$ cat src/rtl/sram_fifo_pkg.sv
// Shared types and default widths for the SRAM-backed FIFO controller.
package sram_fifo_pkg;

  localparam int DATA_W_DEF = 8;
  localparam int ADDR_W_DEF = 8;
  localparam int DEPTH_DEF  = 256;

  typedef enum logic [1:0] {
    GNT_NONE = 2'd0,
    GNT_WR   = 2'd1,
    GNT_RD   = 2'd2
  } gnt_e;

endpackage

$ cat src/rtl/sram_fifo_oq.sv
// Two-entry output queue fed by SRAM read returns; entry 0 is always the head.
module sram_fifo_oq
  import sram_fifo_pkg::*;
#(
  parameter int DATA_W = DATA_W_DEF
) (
  input  logic              clk,
  input  logic              rst_n,
  input  logic              push_i,
  input  logic [DATA_W-1:0] push_dat_i,
  input  logic              pop_i,
  output logic              vld_o,
  output logic [DATA_W-1:0] head_o,
  output logic [1:0]        cnt_o
);

  logic [DATA_W-1:0] e0_q, e0_d, e1_q, e1_d;
  logic [1:0]        cnt_q, cnt_d;
  logic [1:0]        slot;
  logic              pop;

  always_comb begin
    pop   = pop_i && (cnt_q != 2'd0);
    e0_d  = e0_q;
    e1_d  = e1_q;
    if (pop) e0_d = e1_q;
    // incoming word lands in the first free slot left after this cycle's pop
    slot  = cnt_q - {1'b0, pop};
    if (push_i) begin
      if (slot == 2'd0) e0_d = push_dat_i;
      else              e1_d = push_dat_i;
    end
    cnt_d = slot + {1'b0, push_i};
  end

  always_ff @(posedge clk or negedge rst_n) begin
    if (!rst_n) begin
      e0_q  <= '0;
      e1_q  <= '0;
      cnt_q <= 2'd0;
    end else begin
      e0_q  <= e0_d;
      e1_q  <= e1_d;
      cnt_q <= cnt_d;
    end
  end

  assign vld_o  = (cnt_q != 2'd0);
  assign head_o = e0_q;
  assign cnt_o  = cnt_q;

endmodule

$ cat src/rtl/sram_fifo_ctrl.sv
// FIFO controller over a single-port synchronous SRAM: one write or prefetch read per cycle.
// Optional SRAM_FIFO_STATUS_EN adds registered count / almost_full status ports.
module sram_fifo_ctrl
  import sram_fifo_pkg::*;
#(
  parameter int DATA_W = DATA_W_DEF,
  parameter int ADDR_W = ADDR_W_DEF,
  parameter int DEPTH  = DEPTH_DEF
) (
  input  logic              clk,
  input  logic              rst_n,
  input  logic              push_valid,
  output logic              push_ready,
  input  logic [DATA_W-1:0] push_data,
  output logic              pop_valid,
  input  logic              pop_ready,
  output logic [DATA_W-1:0] pop_data,
  output logic              mem_en,
  output logic              mem_we,
  output logic [ADDR_W-1:0] mem_dir,
  output logic [DATA_W-1:0] mem_dato_e,
  input  logic [DATA_W-1:0] mem_dato_s
`ifdef SRAM_FIFO_STATUS_EN
  ,
  output logic [ADDR_W:0]   count,
  output logic              almost_full
`endif
);

  localparam int                CNT_W    = ADDR_W + 1;
  localparam logic [ADDR_W-1:0] LAST_PTR = ADDR_W'(DEPTH - 1);
  localparam logic [CNT_W-1:0]  FULL_CNT = CNT_W'(DEPTH);

  logic [ADDR_W-1:0] wr_ptr_q, wr_ptr_d, rd_ptr_q, rd_ptr_d;
  logic [CNT_W-1:0]  mem_cnt_q, mem_cnt_d;
  logic              rd_pend_q, rd_pend_d;
  logic              last_wr_q, last_wr_d;
  logic [1:0]        oq_cnt;
  logic              wr_elig, rd_elig, pop_hs;
  gnt_e              gnt;

  // Grants are suppressed while reset is held so no SRAM access leaks out.
  assign wr_elig = rst_n && push_valid && (mem_cnt_q != FULL_CNT);
  assign rd_elig = rst_n && (mem_cnt_q != '0) && ((oq_cnt + {1'b0, rd_pend_q}) < 2'd2);
  assign pop_hs  = pop_valid && pop_ready;

  always_comb begin
    gnt = GNT_NONE;
    if (wr_elig && rd_elig) gnt = last_wr_q ? GNT_RD : GNT_WR;
    else if (wr_elig)       gnt = GNT_WR;
    else if (rd_elig)       gnt = GNT_RD;
  end

  always_comb begin
    push_ready = (gnt == GNT_WR);
    mem_en     = (gnt != GNT_NONE);
    mem_we     = (gnt == GNT_WR);
    mem_dir    = '0;
    mem_dato_e = '0;
    wr_ptr_d   = wr_ptr_q;
    rd_ptr_d   = rd_ptr_q;
    mem_cnt_d  = mem_cnt_q;
    rd_pend_d  = (gnt == GNT_RD);
    last_wr_d  = (gnt == GNT_NONE) ? last_wr_q : (gnt == GNT_WR);
    case (gnt)
      GNT_WR: begin
        mem_dir    = wr_ptr_q;
        mem_dato_e = push_data;
        wr_ptr_d   = (wr_ptr_q == LAST_PTR) ? '0 : wr_ptr_q + 1'b1;
        mem_cnt_d  = mem_cnt_q + 1'b1;
      end
      GNT_RD: begin
        mem_dir    = rd_ptr_q;
        rd_ptr_d   = (rd_ptr_q == LAST_PTR) ? '0 : rd_ptr_q + 1'b1;
        mem_cnt_d  = mem_cnt_q - 1'b1;
      end
      default: ;
    endcase
  end

  always_ff @(posedge clk or negedge rst_n) begin
    if (!rst_n) begin
      wr_ptr_q  <= '0;
      rd_ptr_q  <= '0;
      mem_cnt_q <= '0;
      rd_pend_q <= 1'b0;
      last_wr_q <= 1'b0;
    end else begin
      wr_ptr_q  <= wr_ptr_d;
      rd_ptr_q  <= rd_ptr_d;
      mem_cnt_q <= mem_cnt_d;
      rd_pend_q <= rd_pend_d;
      last_wr_q <= last_wr_d;
    end
  end

  sram_fifo_oq #(.DATA_W(DATA_W)) u_oq (
    .clk        (clk),
    .rst_n      (rst_n),
    .push_i     (rd_pend_q),
    .push_dat_i (mem_dato_s),
    .pop_i      (pop_hs),
    .vld_o      (pop_valid),
    .head_o     (pop_data),
    .cnt_o      (oq_cnt)
  );

`ifdef SRAM_FIFO_STATUS_EN
  logic [1:0]       oq_cnt_d;
  logic [CNT_W:0]   occ_sum;
  logic [CNT_W-1:0] count_q;
  logic             almost_full_q;

  // Status registers track next-state occupancy so they line up with the state they describe.
  assign oq_cnt_d = oq_cnt + {1'b0, rd_pend_q} - {1'b0, pop_hs};
  assign occ_sum  = {1'b0, mem_cnt_d} + (CNT_W+1)'(rd_pend_d) + (CNT_W+1)'(oq_cnt_d);

  always_ff @(posedge clk or negedge rst_n) begin
    if (!rst_n) begin
      count_q       <= '0;
      almost_full_q <= 1'b0;
    end else begin
      count_q       <= occ_sum[CNT_W] ? '1 : occ_sum[CNT_W-1:0];
      almost_full_q <= (mem_cnt_d >= CNT_W'(DEPTH - 2));
    end
  end

  assign count       = count_q;
  assign almost_full = almost_full_q;
`endif

endmodule

$ cat config.mk
export PLATFORM = sky130hd
export DESIGN_NAME = sram_fifo_ctrl
export DESIGN_NICKNAME = d
export VERILOG_FILES = /design/src/rtl/sram_fifo_pkg.sv /design/src/rtl/sram_fifo_oq.sv /design/src/rtl/sram_fifo_ctrl.sv
export SDC_FILE = /design/constraint.sdc
export NUM_CORES = 1
export LEC_CHECK = 0
export ABC_CLOCK_PERIOD_IN_PS = 3200
export BUFFER_PORTS_ARGS = -buffer_cell sky130_fd_sc_hd__buf_2
export CAP_MARGIN = 30
export CORE_MARGIN = 2
export CORE_UTILIZATION = 51
export DETAILED_ROUTE_END_ITERATION = 12
export GPL_ROUTABILITY_DRIVEN = 1
export HOLD_SLACK_MARGIN = 0.02
export PLACE_DENSITY = 0.88
export SLEW_MARGIN = 15
export SYNTH_ARGS = -nofsm -noshare
export SYNTH_HDL_FRONTEND = slang
export SYNTH_HIERARCHICAL = 1
export SYNTH_SLANG_ARGS = --single-unit
$ cat constraint.sdc
create_clock -name clk -period 3.2 [get_ports clk]
set_input_delay 0.16 -clock clk [delete_from_list [all_inputs] [get_ports clk]]
set_output_delay 0.16 -clock clk [all_outputs]
set_load 0.01 [all_outputs]
==> results of run 1 <==
worst paths after layout:
path | startpoint | end | slack [ps] | depth (start not counted)
min reg2reg | u_oq/e1_q[6]$_DFFE_PN0P_ | u_oq/e1_q[6]$_DFFE_PN0P_ | 500 | 1
min in group asynchronous | rst_n | mem_cnt_q[2]$_DFFE_PN0P_ | 230 | 2
max in group asynchronous | rst_n | mem_cnt_q[5]$_DFFE_PN0P_ | 2200 | 3
min | mem_dato_s[6] | u_oq/e1_q[6]$_DFFE_PN0P_ | 80 | 2
max | mem_cnt_q[5]$_DFFE_PN0P_ | mem_cnt_q[6]$_DFFE_PN0P_ | 210 | 13
max reg2reg | mem_cnt_q[5]$_DFFE_PN0P_ | mem_cnt_q[6]$_DFFE_PN0P_ | 210 | 13
power by group:
group	internal [mW]	switching [mW]	total, mW	leakage [nW]
combinational	0.643	0.640	1.28	0.809
sequential	0.817	0.274	1.09	0.556
clock	0.178	0.208	0.386	0.0478
worst reg2reg max path, stage by stage (launching register included):
cell       delay [ps]
dfrtp_2           480
nor4_4            300
nand2_1           130
and3_1            180
a31oi_1           180
nand3_1           170
ha_1              270
xor2_1            170
ha_1              230
nand4bb_1         110
nand4_1           210
o221ai_1          230
nand2_1            90
xnor2_1           130
Yosys cell counts, drive strengths merged, types with 3 or more instances:
| cell type | instances | area, um2 |
|---|---|---|
| dfrtp | 45 | 1130 |
| mux2 | 28 | 315 |
| nand2 | 22 | 85.1 |
| xnor2 | 15 | 131 |
| buf | 14 | 103 |
| o21ai | 13 | 80.1 |
| nor2 | 11 | 41.3 |
| nor2b | 10 | 70.1 |
| a21oi | 9 | 45.0 |
| a22oi | 9 | 67.6 |
| and2 | 9 | 56.3 |
| ha | 8 | 100 |
| nand4 | 7 | 43.8 |
| xor2 | 7 | 61.3 |
| inv | 6 | 22.5 |
| and3 | 5 | 31.3 |
| nand3 | 5 | 25.0 |
| o31ai | 5 | 51.3 |
| clkbuf | 3 | 11.3 |
| nand4b | 3 | 32.5 |
kinds of logic (layout without fill, tap and decap cells):
kind of cell             after synthesis  in the layout
buffers and inverters                 23             71
XOR/XNOR                              22             22
multiplexers                          28             28
AND/OR/NAND/NOR                       86             86
flip-flops                            45             45
adder cells (fa/ha/maj)                8              8
AO/OA/AOI/OAI                         50             50
flip-flops by register name, indices dropped and copies added, names as in the netlist:
| name | flops |
|---|---|
| rd_pend_q | 1 |
| last_wr_q | 1 |
| u_oq/head_o | 8 |
| wr_ptr_q | 8 |
| rd_ptr_q | 8 |
| mem_cnt_q | 9 |
| u_oq/cnt_o | 2 |
| u_oq/e1_q | 8 |
layout make-up:
cell class | instances | area [um2]
Fill cell | 408 | 2020
Multi-Input combinational cell | 194 | 1500
Sequential cell | 45 | 1130
Timing Repair Buffer | 57 | 313
Tap cell | 70 | 87.6
Clock buffer | 6 | 82.6
Inverter | 6 | 22.5
Clock inverter | 2 | 16.3
timing repair:
item / CTS / global route
endpoints found under the setup margin: 0 / 12
hold endpoints to repair: 5 / 0
resized for setup: 0 / 4
hold buffers: 1 / 0
setup buffers: 0 / 0
per-layer routing:
metal	routed length [um]	share of wire (%)	up-vias	GRT usage (%)
li1	-	-	1034	-
met1	2510	45	1019	27.2
met2	2690	49	43	30.9
met3	203	3.7	12	3.49
met4	135	2.4	0	8.57
met5	0	0	-	0
==> impl_results.md, run 1 <==
- DP Worst Slack: 206 ps
- Core Util, Final: 61.0%
- Clock-pin transition on the worst setup and hold timing paths: 90 ps
- Antenna-violating nets left: 0
- Peak supply drop: 0.000420 V
- Fmax: 334 MHz
- Syn Inst Count: 262
- Most used DFF post-synth: dfrtp_1
- Vias in the first global route: 2,031
- Top delay family on crit path: simple AND/OR/NAND/NOR gates
- Final WS setup: 209 ps
- Worst setup SP type: flip-flop
- Skew final: 4.76 ps
- CTS tree: done
- Sequential area share after synthesis: 40.9%
- WL/cell: 14.6 um
- Initial Util: 53.3%
- Post-synthesis register bit count: 45
- Clock period minus worst slack: 2990 ps
- WP buf/inv: 0
- Final setup TNS: 0 ps
- Post-route design area: 0.00315 mm2
- Area growth syn-to-layout: 14.4%
- Crit. End Element: flip-flop
- GP Congestion: 0.848
- Syn Nets: 290
- First-pass GRT wire length: 9600 um
- Post-synthesis simple-gate area fraction: 18.7%
- Clock tree buffer depth: 2
- H-tree levels: 2
- Leak pwr: 1.41 nW
- Avg Cell Area, Syn: 10.5 um2
- Ant. Diodes: 0
- Netlist area before placement: 0.00276 mm2
- Fin nets: 337
- Status: complete, no violations
- Commonest non-fill, non-tap cell in the layout: buf_2
- DRT Pass-1 Iters: 4
- Post-Synth Adder-Cell Area: 3.63%
- Die height: 77.5 um
- Commonest non-fill, non-tap cells in the layout: 47 x buf_2, 44 x dfrtp_1, 21 x nand2_1
- Full die area: 0.00601 mm2
- CTS Buf Count: 5
- Xor and xnor area share after synthesis: 6.99%
- Total power: 2.76 mW
- Dpl cell area: 0.00303 mm2
- EDFF count, synth: 0
- Clock tree sinks: 45
- Async S/R FF share, synth: 100%
- Via count: 2,108
- CP peak stage delay: 480 ps
- Cell Count, Final, Fillers Out: 380
- Worst min path class: in -> reg
- Compound-gate portion of the synthesized area: 13.4%
- CP required: 3380 ps
- Worst-path fanout max: 9
- YS warnings: 6
- Post-DP HPWL: 4020 um
- Core area: 0.00517 mm2
- Worst hold slack: 82.2 ps
- Largest net degree at the start of global routing: 41
- Die width: 77.5 um
- Clock root buffer: clkbuf_8
- Grt total ovfl: 0
- Total Routing Usage GR: 19.8%
- Skew-Pair Late Insertion Delay: 300 ps
- Cell Rows: 26
- Max-cap viol count: 0
- Final setup viols: 0
- Number of remaining DRC errors: 0
- PortBufs: 47
- Power density over the cells: 875 mW/mm2
- Final hold violations: 0
- Critical Path Slowest Stage Cell: dfrtp_2
- Worst setup path category: reg -> reg
- Vias per inst: 5.55
- CP Cell Sequence: nor4_4 > nand2_1 > and3_1 > a31oi_1 > nand3_1 > ha_1 > xor2_1 > ha_1 > nand4bb_1 > nand4_1 > o221ai_1 > nand2_1 > xnor2_1
- Total Routed Length: 5540 um
- Fin crit share: 93.5%
- Max transition margin: 66.6%
- 1st-iter DRT viols: 176
- Antenna violations before repair: 0
- Share of layout cells above drive strength 1: 31.6%
- # IOs: 48
- Post-synth cell types: 53
- Multiplexer share of the synthesized area: 11.4%
- Placed Cells: 371
- Arr. time, crit path: 3170 ps
- Largest family of logic cells by synthesized area: simple AND/OR/NAND/NOR gates
- Slew Limit Fails: 0
- Worst-Margin Slew: 501 ps
Note: power is estimated with default switching activity, not from simulation.
==> run 2: changes to the inputs <==
Settings changed: RECOVER_POWER set to 100.
==> impl_results.md, run 2 (synthesized netlist as in run 1, its figures left out) <==
- CP Cell Sequence: nor4_4 > nand2_1 > and3_1 > a31oi_1 > nand3_1 > ha_1 > xor2_1 > ha_1 > nand4bb_1 > nand4_1 > o221ai_1 > nand2_1 > xnor2_1
- Vias in the first global route: 2,031
- Area growth syn-to-layout: 12.9%
- Clock power frac: 14.1%
- Clock root buffer: clkbuf_8
- Hold path cells: 2
- Number of cells on the worst reg-to-reg path: 13
- Skew-Pair Late Insertion Delay: 300 ps
- Post-route design area: 0.00311 mm2
- GR Util met3: 3.49%
- Placed Cells: 371
- Grt met1 use: 27.2%
- Arr. time, crit path: 3160 ps
- Clock tree buffer depth: 2
- Largest net degree at the start of global routing: 41
- Fmax: 336 MHz
- Clock-pin transition on the worst setup and hold timing paths: 90 ps
- Initial Util: 53.3%
- PortBufs: 47
- Grt total ovfl: 0
- Ant. Diodes: 0
- Post-DP HPWL: 4020 um
- Dpl cell area: 0.00303 mm2
- DRT Pass-1 Iters: 4
- Grt peak-use layer: met2
- Skew final: 4.47 ps
- Worst setup path category: reg -> reg
- WP buf/inv: 0
- Total power: 2.71 mW
- Slew Limit Fails: 0
- Footprint of the multi-input gates: 0.00147 mm2
- CP peak stage delay: 480 ps
- CP required: 3380 ps
- Die width: 77.5 um
- Seq pwr share: 39.9%
- Fin crit share: 93.1%
- Max transition margin: 17.3%
- Net switching power: 1.11 mW
- Via count: 2,104
- Commonest non-fill, non-tap cells in the layout: 44 x dfrtp_1, 36 x buf_2, 21 x nand2_1
- Worst-path fanout max: 9
- H-tree levels: 2
- Final WS setup: 221 ps
- Post-CTS Setup Repair Bufs: 0
- Power density over the cells: 873 mW/mm2
- First-pass GRT wire length: 9600 um
- Clock period minus worst slack: 2980 ps
- Commonest non-fill, non-tap cell in the layout: dfrtp_1
- CTS tree: done
- # IOs: 48
- DP Worst Slack: 206 ps
- CTS Buf Count: 5
- Full die area: 0.00601 mm2
- Core area: 0.00517 mm2
- Most flops, register: mem_cnt_q
- Worst min path class: in -> reg
- Cell Count, Final, Fillers Out: 380
- Fin nets: 337
- Comb pwr share: 45.9%
- Worst path depth: 13
- WL/cell: 14.5 um
- Worst-Margin Slew: 1240 ps
- Worst hold slack: 83.0 ps
- Antenna-violating nets left: 0
- Status: complete, no violations
- Internal power: 1.61 mW
- GP Congestion: 0.848
- Sw Ratio: 40.8%
- Total Routed Length: 5530 um
- Crit. End Element: flip-flop
- Cell Rows: 26
- Worst setup SP type: flip-flop
- Total Routing Usage GR: 19.8%
- Largest register FFs: 9
- Clock tree sinks: 45
- Top delay family on crit path: simple AND/OR/NAND/NOR gates
- Met2 GRT Util: 30.9%
- Leak pwr: 1.37 nW
- Critical Path Slowest Stage Cell: dfrtp_2
- Antenna violations before repair: 0
- Peak supply drop: 0.000416 V
- Number of remaining DRC errors: 0
- Flip-flop and latch area: 0.00113 mm2
- Vias per inst: 5.54
- Die height: 77.5 um
- Max-cap viol count: 0
- Final setup viols: 0
- Final hold violations: 0
- Fillers: 416
- Share of layout cells above drive strength 1: 27.1%
- 1st-iter DRT viols: 175
[run 2: changes by cell type in the layout (fill, tap and decap cells not counted), sizes merged]
cell,previous run,this run
clkbuf,6,17
buf,56,45
[run 2: cell type report]
| cell class | count | area share, % |
|---|---|---|
| well taps | 70 | 2.82 |
| repair buffers | 57 | 9.62 |
| clock buffers | 6 | 2.66 |
| clock inverters | 2 | 0.523 |
| inverters | 6 | 0.724 |
| multi-input cells | 194 | 47.4 |
| flip-flops and latches | 45 | 36.3 |
[run 2: worst paths after layout]
check / start / end / slack (ps)
worst max-delay path: mem_cnt_q[5]$_DFFE_PN0P_ / mem_cnt_q[6]$_DFFE_PN0P_ / 220
worst min-delay path: mem_dato_s[6] / u_oq/e1_q[6]$_DFFE_PN0P_ / 80
worst max register to register: mem_cnt_q[5]$_DFFE_PN0P_ / mem_cnt_q[6]$_DFFE_PN0P_ / 220
worst min register to register: u_oq/e1_q[6]$_DFFE_PN0P_ / u_oq/e1_q[6]$_DFFE_PN0P_ / 500
max in group asynchronous: rst_n / mem_cnt_q[5]$_DFFE_PN0P_ / 2200
min in group asynchronous: rst_n / mem_cnt_q[2]$_DFFE_PN0P_ / 230
[run 2: power groups by stage]
| stage | logic [mW] | registers (mW) | clock network [mW] |
|---|---|---|---|
| after global placement | 1.23 | 1.07 | 0 |
| after CTS | 1.28 | 1.08 | 0.395 |
| after detailed placement | 1.27 | 1.09 | 0 |
| final | 1.25 | 1.08 | 0.383 |
| after floorplan | 1.05 | 1.01 | 0 |
| after global routing | 1.39 | 1.13 | 0.417 |
[run 2: what timing repair did]
item / CTS / global route
hold buffers: 1 / 0
setup endpoints to repair: 0 / 12
gates resized for setup: 0 / 4
hold endpoints to repair: 5 / 0
[run 2: through the flow]
| step | TNS [ps] | utilization [%] |
|---|---|---|
| after floorplan | 0 | - |
| after global placement | 0 | 58.6 |
| after detailed placement | 0 | 58.6 |
| after CTS | 0 | 60.7 |
| after global routing | -0.749 | 60.1 |
| final | 0 | 60.1 |
[run 2: layer usage]
metal | share of wire (%) | up-vias
met5 | 0 | -
met3 | 4.0 | 8
met4 | 2.2 | 0
li1 | - | 1032
met1 | 45 | 1018
met2 | 49 | 46
